### src/rtl/uart_tx_arbiter.sv
// uart_tx_arbiter: shares one 8N1 UART transmitter among NUM_REQ byte sources.
// Round-robin by default; define UART_ARB_FIXED_PRIO_EN for lowest-index-wins priority.
module uart_tx_arbiter #(
    parameter int unsigned NUM_REQ      = 4,
    parameter int unsigned DATA_WIDTH   = 8,
    parameter int unsigned FRAME_CYCLES = DATA_WIDTH + 2
) (
    input  logic                          tx_clk,
    input  logic                          rst_n,
    input  logic [NUM_REQ-1:0]            req_valid,
    input  logic [NUM_REQ*DATA_WIDTH-1:0] req_data,
    output logic [NUM_REQ-1:0]            req_ready,
    output logic [DATA_WIDTH-1:0]         tx_data,
    output logic                          tx_enable,
    output logic                          busy,
    output logic [$clog2(NUM_REQ)-1:0]    grant_id,
    output logic                          tx_done
);

    localparam int unsigned IdW  = $clog2(NUM_REQ);
    localparam int unsigned CntW = $clog2(FRAME_CYCLES);

    typedef enum logic [1:0] {
        StIdle,
        StLaunch,
        StWait
    } state_e;

    state_e                state_q, state_d;
    logic [DATA_WIDTH-1:0] tx_data_q, tx_data_d;
    logic                  tx_enable_q, tx_enable_d;
    logic                  busy_q, busy_d;
    logic [IdW-1:0]        grant_id_q, grant_id_d;
    logic [IdW-1:0]        last_q, last_d;
    logic [CntW-1:0]       cnt_q, cnt_d;

    logic                  win_vld;
    logic [IdW-1:0]        win_id;
    logic                  accept;

`ifdef UART_ARB_FIXED_PRIO_EN
    always_comb begin
        win_vld = 1'b0;
        win_id  = '0;
        for (int i = int'(NUM_REQ) - 1; i >= 0; i--) begin
            if (req_valid[i]) begin
                win_vld = 1'b1;
                win_id  = IdW'(i);
            end
        end
    end
`else
    // Rotate so bit 0 is the requester just after last_q; the lowest set bit then wins.
    logic [2*NUM_REQ-1:0] dbl_req;
    logic [NUM_REQ-1:0]   rot_req;
    int                   win_sum;

    always_comb begin
        dbl_req = {req_valid, req_valid};
        rot_req = NUM_REQ'(dbl_req >> (int'(last_q) + 1));
        win_vld = 1'b0;
        win_sum = 0;
        for (int i = int'(NUM_REQ) - 1; i >= 0; i--) begin
            if (rot_req[i]) begin
                win_vld = 1'b1;
                win_sum = int'(last_q) + 1 + i;
            end
        end
        win_id = IdW'(win_sum % int'(NUM_REQ));
    end
`endif

    assign accept = (state_q == StIdle) && win_vld;

    // Gated by rst_n so no accept pulse leaks out while reset is held.
    always_comb begin
        req_ready = '0;
        if (accept && rst_n) begin
            req_ready[win_id] = 1'b1;
        end
    end

    always_comb begin
        state_d     = state_q;
        tx_data_d   = tx_data_q;
        tx_enable_d = 1'b0;
        busy_d      = busy_q;
        grant_id_d  = grant_id_q;
        last_d      = last_q;
        cnt_d       = cnt_q;

        unique case (state_q)
            StIdle: begin
                if (accept) begin
                    tx_data_d   = req_data[win_id*DATA_WIDTH +: DATA_WIDTH];
                    grant_id_d  = win_id;
                    tx_enable_d = 1'b1;
                    busy_d      = 1'b1;
                    state_d     = StLaunch;
`ifndef UART_ARB_FIXED_PRIO_EN
                    last_d      = win_id;
`endif
                end
            end
            StLaunch: begin
                cnt_d   = CntW'(FRAME_CYCLES - 1);
                state_d = StWait;
            end
            StWait: begin
                if (cnt_q == '0) begin
                    busy_d  = 1'b0;
                    state_d = StIdle;
                end else begin
                    cnt_d = cnt_q - CntW'(1);
                end
            end
            default: begin
                state_d = StIdle;
            end
        endcase
    end

    always_ff @(posedge tx_clk or negedge rst_n) begin
        if (!rst_n) begin
            state_q     <= StIdle;
            tx_data_q   <= '0;
            tx_enable_q <= 1'b0;
            busy_q      <= 1'b0;
            grant_id_q  <= '0;
            last_q      <= IdW'(NUM_REQ - 1);
            cnt_q       <= '0;
        end else begin
            state_q     <= state_d;
            tx_data_q   <= tx_data_d;
            tx_enable_q <= tx_enable_d;
            busy_q      <= busy_d;
            grant_id_q  <= grant_id_d;
            last_q      <= last_d;
            cnt_q       <= cnt_d;
        end
    end

    assign tx_data   = tx_data_q;
    assign tx_enable = tx_enable_q;
    assign busy      = busy_q;
    assign grant_id  = grant_id_q;
    assign tx_done   = (state_q == StWait) && (cnt_q == '0);

    // The transmitter samples data_in live, so the byte must not move mid-frame.
    a_enable_single : assert property (@(posedge tx_clk) disable iff (!rst_n)
        tx_enable |=> !tx_enable);
    a_enable_launch : assert property (@(posedge tx_clk) disable iff (!rst_n)
        tx_enable |-> (state_q == StLaunch));
    a_data_stable   : assert property (@(posedge tx_clk) disable iff (!rst_n)
        (state_q == StWait) |-> $stable(tx_data));
    a_ready_onehot  : assert property (@(posedge tx_clk) disable iff (!rst_n)
        $onehot0(req_ready));

endmodule

### config.mk
export PLATFORM = sky130hd
export DESIGN_NAME = uart_tx_arbiter
export DESIGN_NICKNAME = d
export VERILOG_FILES = /design/src/rtl/uart_tx_arbiter.sv
export SDC_FILE = /design/constraint.sdc
export NUM_CORES = 1
export LEC_CHECK = 0
export CAP_MARGIN = 20
export CORE_MARGIN = 3
export CORE_UTILIZATION = 30
export CTS_BUF_LIST = sky130_fd_sc_hd__clkbuf_4 sky130_fd_sc_hd__clkbuf_8 sky130_fd_sc_hd__clkbuf_16
export DETAILED_ROUTE_END_ITERATION = 6
export HOLD_SLACK_MARGIN = 0.12
export PLACE_DENSITY = 0.6
export SLEW_MARGIN = 20
export SYNTH_ARGS = -nofsm -noshare
export SYNTH_HDL_FRONTEND = slang
export SYNTH_SLANG_ARGS = --single-unit
### constraint.sdc
create_clock -name tx_clk -period 2.2 [get_ports tx_clk]
set_input_delay 0.22 -clock tx_clk [delete_from_list [all_inputs] [get_ports tx_clk]]
set_output_delay 0.22 -clock tx_clk [all_outputs]
set_load 0.05 [all_outputs]
# ---- Word-level counts from Yosys, hierarchy flattened
# Index checks and enable logic that the tools add are counted.
dict set report totals {
  ff_bits 20
  inputBits 38
  out_inout_bits 17
  word_cells 54
}
dict set report op_classes {
  addsub 5
  order_cmp 2
  n_eq_ne 5
  shifts 2
  n_mux 21
  reduce_logical 12
}
# cell count
set ops {}
lappend ops {{$shiftx A32 B6 Y8} 1}
lappend ops {{$mux W2} 6}
lappend ops {{$mux W1} 9}
lappend ops {{$mux W4} 2}
lappend ops {{$pmux W4 S2} 1}
lappend ops {{$shr A8 B3 Y4} 1}
lappend ops {{$ne A2 B2 Y1 const B} 3}
lappend ops {{$pmux W2 S3} 1}
lappend ops {{$reduce_and A2 Y1} 3}
lappend ops {{$add A2 B2 Y2 const B} 2}
lappend ops {{$logic_and A1 B1 Y1} 4}
lappend ops {{$logic_not A4 Y1} 1}
lappend ops {{$reduce_bool A2 Y1} 2}
lappend ops {{$sub A4 B1 Y4 const B} 1}
lappend ops {{$add A2 B1 Y3 const B} 1}
lappend ops {{$lt A2 B3 Y1 const B} 1}
lappend ops {{$reduce_and A3 Y1} 1}
lappend ops {{$add A2 B1 Y2 const B} 1}
lappend ops {{$demux W1 S2} 1}
lappend ops {{$eq A2 B1 Y1 const B} 1}
lappend ops {{$eq A2 B2 Y1 const B} 1}
lappend ops {{$ge A2 B1 Y1 const B} 1}
lappend ops {{$logic_not A2 Y1} 1}
lappend ops {{$pmux W1 S2} 1}

# ---- Longest topological paths before layout
dict set report logic_depth {
  word_depth 11
  mapped_depth 7
  mapped_depth_nobuf 6
}

# ---- Least setup slack after synthesis
# Ideal clock, no wire load.
dict set report synth_path {
  path_type {register to output}
  from {register last_q[0]}
  to {output port req_ready[2]}
  arrival_time_ps 2313
  required_time_ps 1980
  path_slack_ps -333
  path_stages_with_launch 6
  path_buffers 1
  path_cell_list {dfstp_2 > nand2b_1 > a21oi_2 > or3_1 > buf_4 > nor3_1}
}
dict set report synth_between {
  elab_chain_cells 11
  word_cells_on_any_way 21
  classes_between {4 x add/sub; 2 x order compare; 1 x shift; 11 x mux; 3 x reduce/logical}
}
# element line
set synth_lines {}
lappend synth_lines {{from (decl)} 34} ;# logic [IdW-1:0] last_q, last_d;
lappend synth_lines {{from (signal assigned)} 130} ;# last_q <= IdW'(NUM_REQ - 1);
lappend synth_lines {{from (signal assigned)} 138} ;# last_q <= last_d;
lappend synth_lines {{$add A2 B1 Y3 *} 66} ;# win_sum = int'(last_q) + 1 + i;
lappend synth_lines {{$add A2 B2 Y2 / $shr A8 B3 Y4 (equally long branches)} {66, 60}}
lappend synth_lines {{$mux W2 (4 in a row)} 64} ;# if (rot_req[i]) begin
lappend synth_lines {{$lt A2 B3 Y1 (not written as such) / $ge A2 B1 Y1 (equally long branches)} 79} ;# req_ready[win_id] = 1'b1;
lappend synth_lines {{$logic_and A1 B1 Y1 (not written as such)} 79}
lappend synth_lines {{$mux W1 (not written as such)} 79}
lappend synth_lines {{$demux W1 S2} 79}
lappend synth_lines {{$mux W4 *} 78} ;# if (accept && rst_n) begin
lappend synth_lines {{to (decl)} 12} ;# output logic [NUM_REQ-1:0] req_ready,
# Every way passes the cells marked *; elsewhere a longest branch is shown, timed or not.

# ---- Worst setup path after layout
# Ends and elaborated chain as after synthesis.

==> results.yml <==
pwr:
  p_leak_nw: 0.886
  peakVddDrop_uv: 637
  p_total_mw: 2.93
  powerDensity_mw_per_mm2: 1370
clocking:
  clockBufferDepth: 2
  clkSinkCount: 20
  clkTransAtPathRegs_ns: 0.08
  cts_root_buffer: "clkbuf_8"
  hold_buffers: 0
  clk_latency_ns: 0.26
  h-tree-depth: 1
  cts_tree: "done"
  cts_buffers: 3
worst_setup_path:
  path_class: "reg2out"
  crit_required_ns: 1.98
  cp_slowest_cell: "dfstp_2"
  slowest_delay_ns: 0.60
  start_kind: "register"
  crit_fanout: 6
  cp_data_arrival_time_ns: 1.98
  critical_path.top_delay_family: "simple AND/OR/NAND/NOR gates"
  path_cells: "nand2b_1, a21oi_2, or3_4, nor3_2, buf_4, buf_12"
  critPathCaptureType: "primary output"
  crit_buf_inv: 2
timing:
  drv_slew: 0
  hold_viol: 0
  tightestPinTransition_ns: 0.506
  fmax_mhz: 456
  finalClockSkew_ns: 0.00914
  slew-limit-headroom_pct: 66.1
  post-route-min-period_ns: 2.20
  setup_viol: 0
  period_share_pct: 99.8
global_route:
  grt_use_total_pct: 16.0
  grt_pass1_wl_um: 6480
  grt_max_degree: 21
  grt_overflow: 0
  grt_pass1_vias: 1344
  antenna_found_initial: 0
logic_synthesis:
  yosys_warnings: 0
  synth-adder-area-share_pct: 0.987
  synth_top_family_by_area: "compound AO/OA/AOI/OAI gates"
  ys_types: 42
  ys.flop_type: "dfrtp_1"
  synthMuxAreaShare_pct: 7.11
  synth_common_cells: "18 x dfrtp_1, 13 x nand2_1, 13 x nor3_1"
  syn_area_mm2: 0.00127
  yosysMostFrequentCell: "dfrtp_1"
  synth_xor_area_share_pct: 0
  synth_top_cell_area_share_pct: 35.5
  ys_seq_area_share_pct: 39.7
  synth_compound_area_share_pct: 24.5
  synthSimpleGateAreaFrac_pct: 22.0
  syn_inst: 135
  synth_top_area_cell: "dfrtp_1"
  synthArstFlopShare_pct: 100
  syn_nets: 174
  synth-edff-count: 0
  ys_ff_latch: 20
  yosys-top-cells-area: "dfrtp_1 36%, mux2i_1 7.1%, a211oi_1 7.1%"
  syn_area_per_cell_um2: 9.39
die:
  die_w_um: 71
  die-area_mm2: 0.00504
  core-area_mm2: 0.00403
  ios: 55
  die_y_um: 71
  rows: 23
  start_util_pct: 31.5
cells_and_area:
  fin_nets: 242
  diodes: 0
  layout-drive-gt1-share_pct: 25.7
  syn2layout_area_growth_pct: 67.9
  n_fill_cell: 369
  utilization_pct: 52.8
worst_hold_path:
  holdCritPathClass: "in2async"
drt:
  drt.antenna.violating_nets: 0
  dr.pass1.iters: 4
  drtIter0Drc: 38
  viasPerCell: 4.99
  num_vias: 1257
  drc_errors: 0
  wl_per_cell_um: 16.1
  totalWireLength_um: 4060
job:
  drv_cap: 0
placed_design:
  portBuffers: 54
  hpwl_um: 3010
  place_congestion: 0.783
status:
  outcome: "complete, no violations"
worst paths after layout:
kind                                          from                       to  slack (ns)  depth (start not counted)
max                          last_q[0]$_DFFE_PN1P_             req_ready[2]       0.005                          6
max reg2reg                  last_q[1]$_DFFE_PN1P_   tx_data[7]$_DFFE_PN0P_        0.23                          6
min reg2reg                grant_id[1]$_DFFE_PN0P_  grant_id[1]$_DFFE_PN0P_        0.48                          1
min in group tx_clk        grant_id[1]$_DFFE_PN0P_  grant_id[1]$_DFFE_PN0P_        0.48                          1
max in group asynchronous                    rst_n    last_q[0]$_DFFE_PN1P_        1.54                          2
min                                          rst_n   tx_data[3]$_DFFE_PN0P_        0.37                          2
flip-flops by register name (all words and copies together) (netlist names):
name and count:
tx_data 8, cnt_q 4, grant_id 2, last_q 2, state_q 2, busy 1, tx_enable 1
cell usage in the layout, fill, tap and decap left out, types with 3 or more instances in the layout:
cell type,instances
nor3_2,4
mux2i_1,8
dfrtp_1,18
a211oi_2,3
nand2_1,11
clkdlybuf4s50_1,47
buf_12,5
inv_1,5
clkbuf_8,3
a211oi_1,12
buf_4,16
nor2_1,8
o21ai_0,5
nor3_1,8
where the power goes:
part | leakage, nW | switching, mW | internal (mW)
sequential | 0.225 | 0.166 | 0.554
combinational | 0.625 | 1.05 | 0.786
clock | 0.0357 | 0.125 | 0.243
total | 0.886 | 1.34 | 1.58
kinds of logic (layout without fill, tap and decap cells):
group                      after synthesis  in the layout
AOI/OAI and AO/OA                       38             38
muxes                                    9              9
adders and majority gates                1              1
and+or+nand+nor                         54             54
DFF                                     20             20
buffers and inverters                   13             80
per-stage QoR:
step	worst slack [ns]	instance area, µm²	instances	hold WS [ns]	TNS [ns]
6_report	0.00470	2130	252	0.374	0
5_1_grt	-0.0927	2130	252	0.398	-0.119
4_1_cts	0.0199	2060	248	0.353	0
3_5_place_dp	0.00937	1980	244	0.471	0
3_3_place_gp	0.0511	1980	244	0.467	0
2_1_floorplan	-0.333	1280	135	-0.0756	-0.666
worst reg2reg max path: stages (launching register included):
cell,delay (ns)
dfstp_2,0.59
mux2i_2,0.27
a2bb2oi_2,0.24
buf_4,0.15
nand3_2,0.20
a211oi_1,0.31
a211oi_1,0.08
final cells by class:
class / instances / area (µm²) / share of cell area [%]
clock buffer: 3 / 41.3 / 1.94
clock inverter: 1 / 30.0 / 1.41
inverter: 6 / 22.5 / 1.06
multi-input combinational: 102 / 753 / 35.4
sequential: 20 / 503 / 23.6
tap: 50 / 62.6 / 2.94
timing repair buffer: 70 / 716 / 33.6
routing by layer:
metal | up-vias | GRT usage (%) | share of wire (%)
met4 | 0 | 3.13 | 0.32
met3 | 2 | 4.26 | 7.4
met2 | 42 | 28.7 | 51
met1 | 585 | 19.3 | 41
li1 | 628 | - | -
met5 | - | 0 | 0
repair_timing:
action	in CTS	in global routing
setup endpoints to repair	4	4
resized for setup	3	11
setup buffers	0	4
hold endpoints to repair	0	0
pin swaps	0	2
Power figures use the tool's default switching activity.
